$ cat config.mk
export PLATFORM = sky130hd
export DESIGN_NAME = axi_port_arbiter
export DESIGN_NICKNAME = d
export VERILOG_FILES = /design/src/rtl/axi_port_arbiter.sv
export SDC_FILE = /design/constraint.sdc
export NUM_CORES = 1
export LEC_CHECK = 0
export ABC_CLOCK_PERIOD_IN_PS = 4100
export CORE_AREA = 5 5 118 120
export CTS_CLUSTER_DIAMETER = 50
export CTS_CLUSTER_SIZE = 12
export DETAILED_ROUTE_END_ITERATION = 10
export DIE_AREA = 0 0 123 125
export GPL_ROUTABILITY_DRIVEN = 0
export RECOVER_POWER = 25
export REMOVE_ABC_BUFFERS = 1
export SYNTH_ARGS = -nofsm -noshare
export SYNTH_HDL_FRONTEND = slang
export SYNTH_SLANG_ARGS = --single-unit
$ cat constraint.sdc
create_clock -name clk -period 4.1 [get_ports clk]
set_input_delay 0.41 -clock clk [delete_from_list [all_inputs] [get_ports clk]]
set_output_delay 0.41 -clock clk [all_outputs]
set_load 0.02 [all_outputs]
$ cat src/rtl/axi_port_arbiter.sv
`default_nettype none
// ============================================================================
// Module   : axi_port_arbiter
// Brief    : Round-robin two-requester arbiter/sequencer for one AXI port
// Revision : 1.0
// ============================================================================
module axi_port_arbiter #(
  parameter int AXI_ADDR_WIDTH = 32,
  parameter int TIMEOUT_CYCLES = 255,
  parameter int TIMEOUT_WIDTH  = $clog2(TIMEOUT_CYCLES + 1)
) (
  input  logic                      clk,
  input  logic                      rst_n,
  input  logic                      m0_rd_en,
  input  logic                      m0_wr_en,
  input  logic [AXI_ADDR_WIDTH-1:0] m0_addr,
  input  logic [31:0]               m0_wr_data,
  input  logic [3:0]                m0_wr_strobe,
  output logic [31:0]               m0_rd_data,
  output logic                      m0_busy,
  output logic                      m0_access_fault,
  input  logic                      m1_rd_en,
  input  logic                      m1_wr_en,
  input  logic [AXI_ADDR_WIDTH-1:0] m1_addr,
  input  logic [31:0]               m1_wr_data,
  input  logic [3:0]                m1_wr_strobe,
  output logic [31:0]               m1_rd_data,
  output logic                      m1_busy,
  output logic                      m1_access_fault,
  output logic                      axi_rd_en,
  output logic                      axi_wr_en,
  output logic [AXI_ADDR_WIDTH-1:0] axi_addr,
  output logic [31:0]               axi_wr_data,
  output logic [3:0]                axi_wr_strobe,
  input  logic [31:0]               axi_rd_data,
  input  logic                      axi_busy,
  input  logic                      axi_access_fault,
  output logic [1:0]                grant
);

  // A zero-width counter is illegal, so the disabled-timeout case keeps one bit.
  localparam int                 c_cnt_w    = (TIMEOUT_WIDTH < 1) ? 1 : TIMEOUT_WIDTH;
  localparam bit                 c_to_en    = (TIMEOUT_CYCLES > 0);
  localparam logic [c_cnt_w-1:0] c_cnt_last = c_to_en ? c_cnt_w'(TIMEOUT_CYCLES - 1) : '0;

  typedef enum logic [1:0] {
    ST_IDLE = 2'd0,
    ST_GNT0 = 2'd1,
    ST_GNT1 = 2'd2
  } state_t;

  state_t               r_state;
  state_t               w_state_next;
  logic                 r_last_grant;
  logic [c_cnt_w-1:0]   r_cnt;

  logic                 w_req0, w_req1;
  logic                 w_granted, w_sel1;
  logic                 w_req_g, w_rd_g, w_wr_g;
  logic [AXI_ADDR_WIDTH-1:0] w_addr_g;
  logic [31:0]          w_wdata_g;
  logic [3:0]           w_strb_g;
  logic                 w_timeout_hit;
  logic                 w_set_last;
  logic                 w_busy_g;
  logic [31:0]          w_rdata_g;
  logic                 w_fault_g;
  logic                 w_axi_rd, w_axi_wr;

  assign w_req0    = m0_rd_en | m0_wr_en;
  assign w_req1    = m1_rd_en | m1_wr_en;
  assign w_sel1    = (r_state == ST_GNT1);
  assign w_granted = (r_state == ST_GNT0) || (r_state == ST_GNT1);

  // Write wins when a requester raises both enables.
  assign w_req_g   = w_sel1 ? w_req1 : w_req0;
  assign w_wr_g    = w_sel1 ? m1_wr_en : m0_wr_en;
  assign w_rd_g    = (w_sel1 ? m1_rd_en : m0_rd_en) & ~w_wr_g;
  assign w_addr_g  = w_sel1 ? m1_addr : m0_addr;
  assign w_wdata_g = w_sel1 ? m1_wr_data : m0_wr_data;
  assign w_strb_g  = w_sel1 ? m1_wr_strobe : m0_wr_strobe;

  assign w_timeout_hit = c_to_en && w_granted && axi_busy && (r_cnt == c_cnt_last);

  always_comb begin
    w_state_next = r_state;
    w_set_last   = 1'b0;
    w_busy_g     = 1'b0;
    w_rdata_g    = '0;
    w_fault_g    = 1'b0;
    w_axi_rd     = 1'b0;
    w_axi_wr     = 1'b0;
    case (r_state)
      ST_IDLE: begin
        if (w_req0 && w_req1) w_state_next = r_last_grant ? ST_GNT0 : ST_GNT1;
        else if (w_req0)      w_state_next = ST_GNT0;
        else if (w_req1)      w_state_next = ST_GNT1;
      end
      ST_GNT0, ST_GNT1: begin
        if (!w_req_g) begin
          w_state_next = ST_IDLE;
        end else if (w_timeout_hit) begin
          w_fault_g    = 1'b1;
          w_set_last   = 1'b1;
          w_state_next = ST_IDLE;
        end else if (!axi_busy) begin
          w_axi_rd     = w_rd_g;
          w_axi_wr     = w_wr_g;
          w_rdata_g    = axi_rd_data;
          w_fault_g    = axi_access_fault;
          w_set_last   = 1'b1;
          w_state_next = ST_IDLE;
        end else begin
          w_axi_rd     = w_rd_g;
          w_axi_wr     = w_wr_g;
          w_busy_g     = 1'b1;
        end
      end
      default: w_state_next = ST_IDLE;
    endcase
  end

  always_ff @(posedge clk or negedge rst_n) begin
    if (!rst_n) begin
      r_state      <= ST_IDLE;
      r_last_grant <= 1'b1;
      r_cnt        <= '0;
    end else begin
      r_state <= w_state_next;
      if (w_set_last) r_last_grant <= w_sel1;
      if (w_state_next == ST_IDLE)   r_cnt <= '0;
      else if (w_granted && axi_busy) r_cnt <= r_cnt + 1'b1;
    end
  end

  assign axi_rd_en     = w_axi_rd;
  assign axi_wr_en     = w_axi_wr;
  assign axi_addr      = w_granted ? w_addr_g : '0;
  assign axi_wr_data   = w_granted ? w_wdata_g : '0;
  assign axi_wr_strobe = w_granted ? w_strb_g : '0;

  // Busy is gated by rst_n so every output reads 0 while reset is held.
  assign m0_busy         = rst_n & ((r_state == ST_GNT0) ? w_busy_g : w_req0);
  assign m1_busy         = rst_n & ((r_state == ST_GNT1) ? w_busy_g : w_req1);
  assign m0_rd_data      = (r_state == ST_GNT0) ? w_rdata_g : '0;
  assign m1_rd_data      = (r_state == ST_GNT1) ? w_rdata_g : '0;
  assign m0_access_fault = (r_state == ST_GNT0) & w_fault_g;
  assign m1_access_fault = (r_state == ST_GNT1) & w_fault_g;
  assign grant           = {(r_state == ST_GNT1), (r_state == ST_GNT0)};

endmodule
`default_nettype wire

# Yosys cells after proc, flatten, opt, wreduce, memory -nomap -nowiden
# Cells that the tools add are included.
[word_totals]
wordCells = 68
ff_bits = 11
inputBits = 176
out_inout_bits = 140
[op_classes]
mux = 45
bitwise_logic = 8
reduce_logical = 8
eq_ne = 3
add_sub_neg = 1
[ops]
columns = ["cell", "n"]
rows = [
  ["32-bit 2-to-1 mux", 10],
  ["1-bit 2-to-1 mux", 23],
  ["8-bit 2-to-1 mux", 2],
  ["2-bit 2-to-1 mux", 7],
  ["8-bit by 1-bit adder with 8-bit output, second input constant", 1],
  ["8-bit equality test, second input constant", 1],
  ["4-bit 2-to-1 mux", 2],
  ["1-bit AND", 5],
  ["2-bit logical NOT", 2],
  ["2-bit case mux with 2 select lines", 1],
  ["1-bit logical AND", 3],
  ["2-bit by 1-bit equality test with 1-bit output, second input constant", 1],
  ["2-bit equality test, second input constant", 1],
  ["1-bit bitwise OR", 2],
  ["2-bit nonzero test", 1],
  ["2-bit OR reduction", 1],
  ["1-bit logical OR", 1],
  ["1-bit inverter", 1],
]

# Depth between registers and ports, before layout
# Gate-level depths: netlist of run 1.
[depth]
word_depth = 9
ltp_mapped = 7
mapped_depth_nobuf = 7

# Worst setup path after synthesis of run 1
# Ideal clock, no wire load.
[synth_path]
path_type = "reg2out"
from = "reg r_state[0]"
to = "out m0_rd_data[10]"
path_buffers = 2
arrival_time_ps = 1984
path_stages_with_launch = 8
t_required_ps = 3690
setup_slack_ps = 1706
path_cell_list = "dfrtp_1 > inv_1 > ha_1 > clkbuf_8 > o311ai_2 > nor3b_1 > clkbuf_1 > and2_1"
[synth_via]
elab_chain_len = 8
word_cells_on_any_way = 11
classes_between = "eq/ne: 2; mux: 5; reduce/logical: 4"
[synth_rtl]
columns = ["element", "line_no", "rtl"]
rows = [
  ["from (decl)", "52", "state_t r_state;"],
  ["from (signal assigned)", "129", "r_state <= w_state_next;"],
  ["2-bit by 1-bit equality test with 1-bit output or 2-bit equality test (tied branches)", "-", ""],
  ["1-bit logical OR", "73", "assign w_granted = (r_state == ST_GNT0) || (r_state == ST_GNT1);"],
  ["1-bit logical AND (2 in series)", "83", "assign w_timeout_hit = c_to_en && w_granted && axi_busy && (r_cnt == c_cnt_last);"],
  ["32-bit 2-to-1 mux", "102", "end else if (w_timeout_hit) begin"],
  ["32-bit 2-to-1 mux", "100", "if (!w_req_g) begin"],
  ["32-bit 2-to-1 mux", "93", "case (r_state)"],
  ["32-bit 2-to-1 mux (*)", "145", "assign m0_rd_data = (r_state == ST_GNT0) ? w_rdata_g : '0;"],
  ["to (decl)", "19", "output logic [31:0] m0_rd_data,"],
]
# Every way passes the cells marked *; elsewhere a longest branch is shown, timed or not.

# Worst setup path in the final report of run 1
[layout_path]
from = "reg r_state[0]"
to = "out axi_addr[18]"
[layout_via]
elab_chain_len = 3
word_cells_on_any_way = 5
classes_between = "eq/ne: 2; mux: 2; reduce/logical: 1"
[layout_rtl]
columns = ["element", "line_no", "rtl"]
rows = [
  ["2-bit equality test or 2-bit by 1-bit equality test with 1-bit output (tied branches)", "72, 73", ""],
  ["32-bit 2-to-1 mux or 1-bit logical OR (tied branches)", "79, 73", ""],
  ["32-bit 2-to-1 mux (*)", "138", "assign axi_addr = w_granted ? w_addr_g : '0;"],
  ["to (decl)", "32", "output logic [AXI_ADDR_WIDTH-1:0] axi_addr,"],
]
# Marks and branches as above.

==> results of run 1 <==
registers in the layout (all words and copies together), names as in the netlist:
name and flops:
r_cnt 8, r_state 2, r_last_grant 1
final timing paths:
kind / start / end / slack [ps] / cells past startpoint
setup / recovery: r_state[0] / axi_addr[18] / 530 / 6
max in group asynchronous: rst_n / r_cnt[3] / 2910 / 2
min in group asynchronous: rst_n / r_cnt[4] / 740 / 2
hold reg to reg: r_cnt[4] / r_cnt[4] / 600 / 2
setup reg to reg: r_state[0] / r_cnt[2] / 1320 / 7
hold / removal: r_cnt[4] / r_cnt[4] / 600 / 2
metal layers:
| metal | vias up | global-route usage |
|---|---|---|
| met5 | - | 0 |
| met4 | 0 | 0.0463 |
| met3 | 17 | 0.0556 |
| met2 | 214 | 0.297 |
| met1 | 1410 | 0.155 |
| li1 | 1640 | - |
logic make-up after synthesis:
kind of cell,count (synthesis)
adders and majority gates,6
DFF,11
and+or+nand+nor,166
buffers and inverters,29
xor gates and xnor gates,7
muxes,70
AOI/OAI and AO/OA,22
metrics by stage:
step	TNS, ps	setup slack (ps)	cell area [um^2]	std cells	utilization
2_1_floorplan	-106180	-1480	2330	286	-
3_3_place_gp	0	1090	5780	784	0.449
3_5_place_dp	0	1050	5780	784	0.449
4_1_cts	0	778	5860	788	0.455
5_1_grt	0	314	5800	788	0.450
6_report	0	530	5800	788	0.450
report_power, final:
group | switching [uW] | internal (uW) | leakage, uW
registers | 22.8 | 134 | 0.000147
clock network | 47.4 | 130 | 0.0000382
logic | 1570 | 1500 | 0.00201
total | 1640 | 1760 | 0.00220
synth_stat cells, drive strengths merged:
master and count:
and2 67, clkbuf 14, o31ai 1, mux2i 69
dfstp 1, or3 1, inv 4, buf 11
dfrtp 10, nand3 3, or2b 1, a32oi 2
or3b 1, mux2 1, nand2 8, and3 1
a21oi 5, a311o 1, ha 6, nor2 8
o22ai 1, o21ai 3, xnor2 3, a211oi 7
nand2b 1, nor3 1, a31oi 1, xor2 4
nand4 2, nor2b 69, nor3b 3, o311ai 1
cell type report:
class / instances / area, um^2 / area share
multi-input cells: 271 / 2010 / 0.347
repair buffers: 322 / 3200 / 0.551
well taps: 176 / 220 / 0.0380
flip-flops and latches: 11 / 277 / 0.0477
inverters: 4 / 15.0 / 0.00259
clock buffers: 4 / 78.8 / 0.0136
worst register-to-register path: cells and delay by family, from the launching register on:
kind | cells | cell delay [ps]
DFF | 1 | 430
and+or+nand+nor | 2 | 550
adders and majority gates | 1 | 550
buffers and inverters | 1 | 110
AOI/OAI and AO/OA | 3 | 970
==> metrics.md, run 1 <==
| Metric | Value |
|---|---|
| Outcome | `finished, final reports clean` |
| Max-cap check violation count | `0` |
| Die extent in y | `125 um` |
| Clk root buf | `clkbuf_16` |
| Core area | `12,900 um^2` |
| Per-cell routed wire length | `16.3 um` |
| Max incr delay on CP | `820 ps` |
| Yosys cell types | `37` |
| Routed wl met3 | `1.60 mm` |
| Pin count of the biggest net entering global routing | `69` |
| H-tree levels | `1` |
| Multiplexer area fraction after synthesis | `0.285` |
| Port bufs | `315` |
| Final antenna-violating net count | `0` |
| Critical Path Start Type | `register` |
| Main combinational cell family by area after synthesis | `simple AND/OR/NAND/NOR gates` |
| Post-synth top area cell | `mux2i_1` |
| Area growth syn-to-layout | `136%` |
| Post-synthesis xor/xnor area fraction | `0.0249` |
| Clk pin slew, worst setup/hold paths | `40 ps` |
| Max Used Layer | `met4` |
| RSZ-0062 raised after global routing | `false` |
| Critical-path maximum fanout | `29` |
| ANT cells | `0` |
| CTS tree | `built` |
| Metal2 WL | `6.66 mm` |
| Final worst path period need | `3570 ps` |
| Max Freq | `280 MHz` |
| Initial antenna violation count | `0` |
| Classification of the worst setup path | `reg2out` |
| Hold slack final | `596 ps` |
| Sequential-to-total area share from yosys stat | `0.112` |
| Post-CTS Setup Bufs | `0` |
| Pleak | `0.00220 uW` |
| Max Slew Vio Count | `0` |
| Starting Density | `0.191` |
| Yosys top cell area share | `0.281` |
| Routed WL | `12.9 mm` |
| Die width | `123 um` |
| Share of layout cells above drive strength 1 | `0.0261` |
| Crit path max-delay family | `buffers and inverters` |
| Std-Cell Rows | `42` |
| Met1 Wirelength | `4.30 mm` |
| Slew headroom | `0.377` |
| Worst Clk Skew | `4.90 ps` |
| Fill cells | `1,286` |
| Number of global-route vias before repair | `3,398` |
| Global route total overflow | `0` |
| Initial DRT Pass Iterations | `4` |
| Worst Path Buf+Inv | `3` |
| Hold_buf cts | `0` |
| Most frequent cells in the layout | `300 x clkdlybuf4s50_1, 69 x nor2b_1, 69 x mux2i_1` |
| Setup crit end kind | `output pin` |
| Final Hold Viols | `0` |
| Crit path cell chain | `inv_1 -> ha_2 -> clkbuf_2 -> mux2i_1 -> nor2b_1 -> dlygate4sd3_1` |
| Post-CTS resize count | `0` |
| CTS buffer count | `3` |
| Critical-path top delay cell | `clkbuf_2` |
| Power Total | `3400 uW` |
| YS warnings | `0` |
| Worst skew pair latency | `240 ps` |
| Final net count | `795` |
| Max Root-Sink Buffers | `2` |
| Post-synthesis cell area | `2460 um^2` |
| Worst Tran Pin Value | `934 ps` |
| Simple-gate share of the synthesized area | `0.410` |
| Die ar. | `15,400 um^2` |
| First-pass GRT wire length | `19.0 mm` |
| Max rail drop VDD | `0.000325 V` |
| Dpl hpwl | `11.2 mm` |
| Global Route Usage Sum | `0.156` |
| Post-synthesis compound-gate area fraction | `0.0788` |
| CTS Sinks | `11` |
| Hold WC Path Type | `reg2reg` |
| Synth Instances | `311` |
| CP Data Required Time | `3690 ps` |
| Synth top area cells | `mux2i_1 28%, nor2b_1 17%, and2_1 17%` |
| Starting DRT DRC Count | `78` |
| Area share of fa/ha/maj cells after synthesis | `0.0305` |
| CP arrival | `3160 ps` |
| Synthesized area per cell | `7.91 um^2` |
| Vias per cell | `4.16` |
| Via count | `3,281` |
| Drt drc | `0` |
| Final setup violation count | `0` |
| Number of I/O pins | `316` |
| Power Density | `587 nW/um^2` |
| Register bit total from synthesis | `11` |
| Final period utilization | `0.871` |
| Most common cell after layout, fill and taps aside | `clkdlybuf4s50_1` |
Power figures use the tool's default switching activity.
==> run 2: changes to the inputs <==
--- a/config.mk
+++ b/config.mk
@@ -8,12 +8,10 @@
 export ABC_CLOCK_PERIOD_IN_PS = 4100
 export CORE_AREA = 5 5 118 120
 export CTS_CLUSTER_DIAMETER = 50
-export CTS_CLUSTER_SIZE = 12
 export DETAILED_ROUTE_END_ITERATION = 10
 export DIE_AREA = 0 0 123 125
 export GPL_ROUTABILITY_DRIVEN = 0
 export RECOVER_POWER = 25
-export REMOVE_ABC_BUFFERS = 1
 export SYNTH_ARGS = -nofsm -noshare
 export SYNTH_HDL_FRONTEND = slang
 export SYNTH_SLANG_ARGS = --single-unit
==> run 2 against run 1 <==
- wire length up 6.3%
- critical path depth up 2
- core utilization up 0.12 points
- flip-flop and latch count unchanged
==> metrics.md, run 2 (synthesized netlist as in run 1, its figures left out) <==
| Metric | Value |
|---|---|
| Final net count | `795 (unchanged)` |
| Setup WS post-layout | `639 ps (was 530 ps)` |
| R2R depth | `7 (unchanged)` |
| Global Route Usage Sum | `0.163 (was 0.156)` |
| Hold WC Path Type | `reg2reg (unchanged)` |
| Most common cell after layout, fill and taps aside | `clkdlybuf4s50_1 (unchanged)` |
| RSZ-0062 raised after global routing | `false (unchanged)` |
| CP Data Required Time | `3690 ps (about the same)` |
| Global route total overflow | `0 (unchanged)` |
| Port bufs | `315 (unchanged)` |
| Worst skew pair latency | `240 ps (about the same)` |
| HP Start | `r_cnt[7] (was r_cnt[4])` |
| Clk pin slew, worst setup/hold paths | `40 ps (about the same)` |
| Critical-path maximum fanout | `14 (was 29)` |
| Final setup violation count | `0 (unchanged)` |
| Max Slew Vio Count | `0 (unchanged)` |
| Std-Cell Rows | `42 (unchanged)` |
| Max rail drop VDD | `0.000243 V (was 0.000325 V)` |
| CP Capture Point | `m0_busy (was axi_addr[18])` |
| Reg-to-Reg Start | `r_state[0] (unchanged)` |
| Core area | `12,900 um^2 (unchanged)` |
| Placed cells | `784 (unchanged)` |
| H-tree levels | `1 (unchanged)` |
| Per-cell routed wire length | `17.3 um (was 16.3 um)` |
| Setup crit end kind | `output pin (unchanged)` |
| Worst Path Buf+Inv | `2 (was 3)` |
| Max-cap check violation count | `0 (unchanged)` |
| CTS Sinks | `11 (unchanged)` |
| Hold_buf cts | `0 (unchanged)` |
| Share of layout cells above drive strength 1 | `0.0261 (unchanged)` |
| Classification of the worst setup path | `reg2out (unchanged)` |
| Number of I/O pins | `316 (unchanged)` |
| Crit path max-delay family | `simple AND/OR/NAND/NOR gates (was buffers and inverters)` |
| Routed WL | `13.7 mm (was 12.9 mm)` |
| Setup TNS | `0 ps (unchanged)` |
| Vias per cell | `4.18 (was 4.16)` |
| Critical Path Start Type | `register (unchanged)` |
| CP Depth | `8 (was 6)` |
| Post-CTS Setup Bufs | `0 (unchanged)` |
| Slew headroom | `0.449 (was 0.377)` |
| CTS buffer count | `3 (unchanged)` |
| Final period utilization | `0.844 (was 0.871)` |
| Clk root buf | `clkbuf_16 (unchanged)` |
| Post-CTS resize count | `0 (unchanged)` |
| Die width | `123 um (unchanged)` |
| R2R Setup Slk | `1170 ps (was 1320 ps)` |
| Final Hold Viols | `0 (unchanged)` |
| First-pass GRT wire length | `19.7 mm (was 19.0 mm)` |
| Most frequent cells in the layout | `298 x clkdlybuf4s50_1, 69 x nor2b_1, 69 x mux2i_1 (was 300 x clkdlybuf4s50_1, 69 x nor2b_1, 69 x mux2i_1)` |
| Dpl hpwl | `11.7 mm (was 11.2 mm)` |
| Power Density | `586 nW/um^2 (was 587 nW/um^2)` |
| Power Total | `3410 uW (was 3400 uW)` |
| Flip-flop count of the largest register after layout | `8 (unchanged)` |
| Max Freq | `289 MHz (was 280 MHz)` |
| Die ar. | `15,400 um^2 (unchanged)` |
| Max incr delay on CP | `590 ps (was 820 ps)` |
| Critical-path top delay cell | `ha_1 (was clkbuf_2)` |
| Starting DRT DRC Count | `149 (was 78)` |
| Regs by FF count | `r_cnt x8, r_state x2, r_last_grant x1 (unchanged)` |
| Worst Tran Pin Value | `826 ps (was 934 ps)` |
| CTS tree | `built (unchanged)` |
| Outcome | `finished, final reports clean (unchanged)` |
| Via count | `3,297 (was 3,281)` |
| Die extent in y | `125 um (unchanged)` |
| Max Root-Sink Buffers | `2 (unchanged)` |
| Starting Density | `0.191 (unchanged)` |
| CP arrival | `3050 ps (was 3160 ps)` |
| DP Worst Slack | `820 ps (was 1050 ps)` |
| Number of global-route vias before repair | `3,484 (was 3,398)` |
| Final Non-Filler Cells | `789 (was 788)` |
| Crit path cell chain | `inv_1 -> ha_1 -> nand2_1 -> or3_1 -> or2b_1 -> o22ai_1 -> and2_1 -> clkdlybuf4s50_1 (was inv_1 -> ha_2 -> clkbuf_2 -> mux2i_1 -> nor2b_1 -> dlygate4sd3_1)` |
| Pin count of the biggest net entering global routing | `50 (was 69)` |
| Final Cell Area | `5810 um^2 (was 5800 um^2)` |
| Pleak | `0.00221 uW (was 0.00220 uW)` |
| Biggest register | `r_cnt (unchanged)` |
| Syn Nets | `493` |
| Drt drc | `0 (unchanged)` |
| Worst Setup SP | `r_state[0] (unchanged)` |
| Terminus of the critical flop-to-flop path | `r_cnt[4] (was r_cnt[2])` |
| Initial antenna violation count | `1 (was 0)` |
| Initial DRT Pass Iterations | `4 (unchanged)` |
| Area growth syn-to-layout | `136% (about the same)` |
| Worst Clk Skew | `4.60 ps (was 4.90 ps)` |
| Final worst path period need | `3460 ps (was 3570 ps)` |
| Final antenna-violating net count | `0 (unchanged)` |
| Post-place instance area | `5780 um^2 (unchanged)` |
-- run 2: changes by cell type in the layout (fill, tap and decap cells not counted) --
cell             change
ha_2                 -1
clkbuf_2             -1
ha_4                 +1
dlygate4sd3_1        +2
clkdlybuf4s50_1      -2
buf_4                +1
diode_2              +1
-- run 2: area by class of cell --
class,count,area [um^2]
fillers,1272,7060
inverters,4,15.0
multi-input cells,271,2020
repair buffers,322,3200
well taps,176,220
flip-flops and latches,11,277
clock buffers,4,78.8
diodes,1,2.50
-- run 2: routing by layer --
layer | vias to the layer above | track usage | wire, um
li1 | 1647 | - | -
met1 | 1447 | 0.183 | 5170
met2 | 188 | 0.298 | 6790
met3 | 15 | 0.0574 | 1480
met4 | 0 | 0.0306 | 227
met5 | - | 0 | 0
-- run 2: metrics by stage --
step	hold slack, ps	utilization
2_1_floorplan	114	-
5_1_grt	626	0.451
3_5_place_dp	577	0.449
3_3_place_gp	566	0.449
6_report	604	0.451
4_1_cts	491	0.455
-- run 2: worst min path at each step --
stage	end	slack (ps)	cells after the start
6_report	r_cnt[7]	600	2
5_1_grt	r_cnt[4]	630	2
4_1_cts	r_cnt[6]	490	2
3_5_place_dp	r_cnt[4]	580	2
3_3_place_gp	r_cnt[4]	570	2
2_1_floorplan	r_cnt[0]	110	0
-- run 2: power by group --
group | internal [uW] | switching, uW | leakage, uW
Combinational | 1500 | 1570 | 0.00202
Clock | 131 | 48.4 | 0.0000382
Sequential | 134 | 24.1 | 0.000147
Total | 1770 | 1640 | 0.00221
-- run 2: worst reg2reg max path, cell delays in order, from the launching register on --
cell	delay (ps)
dfrtp_1	410
inv_1	110
ha_1	590
nand2_1	190
or3_1	420
nor2b_1	190
a32oi_1	680
a211oi_1	170
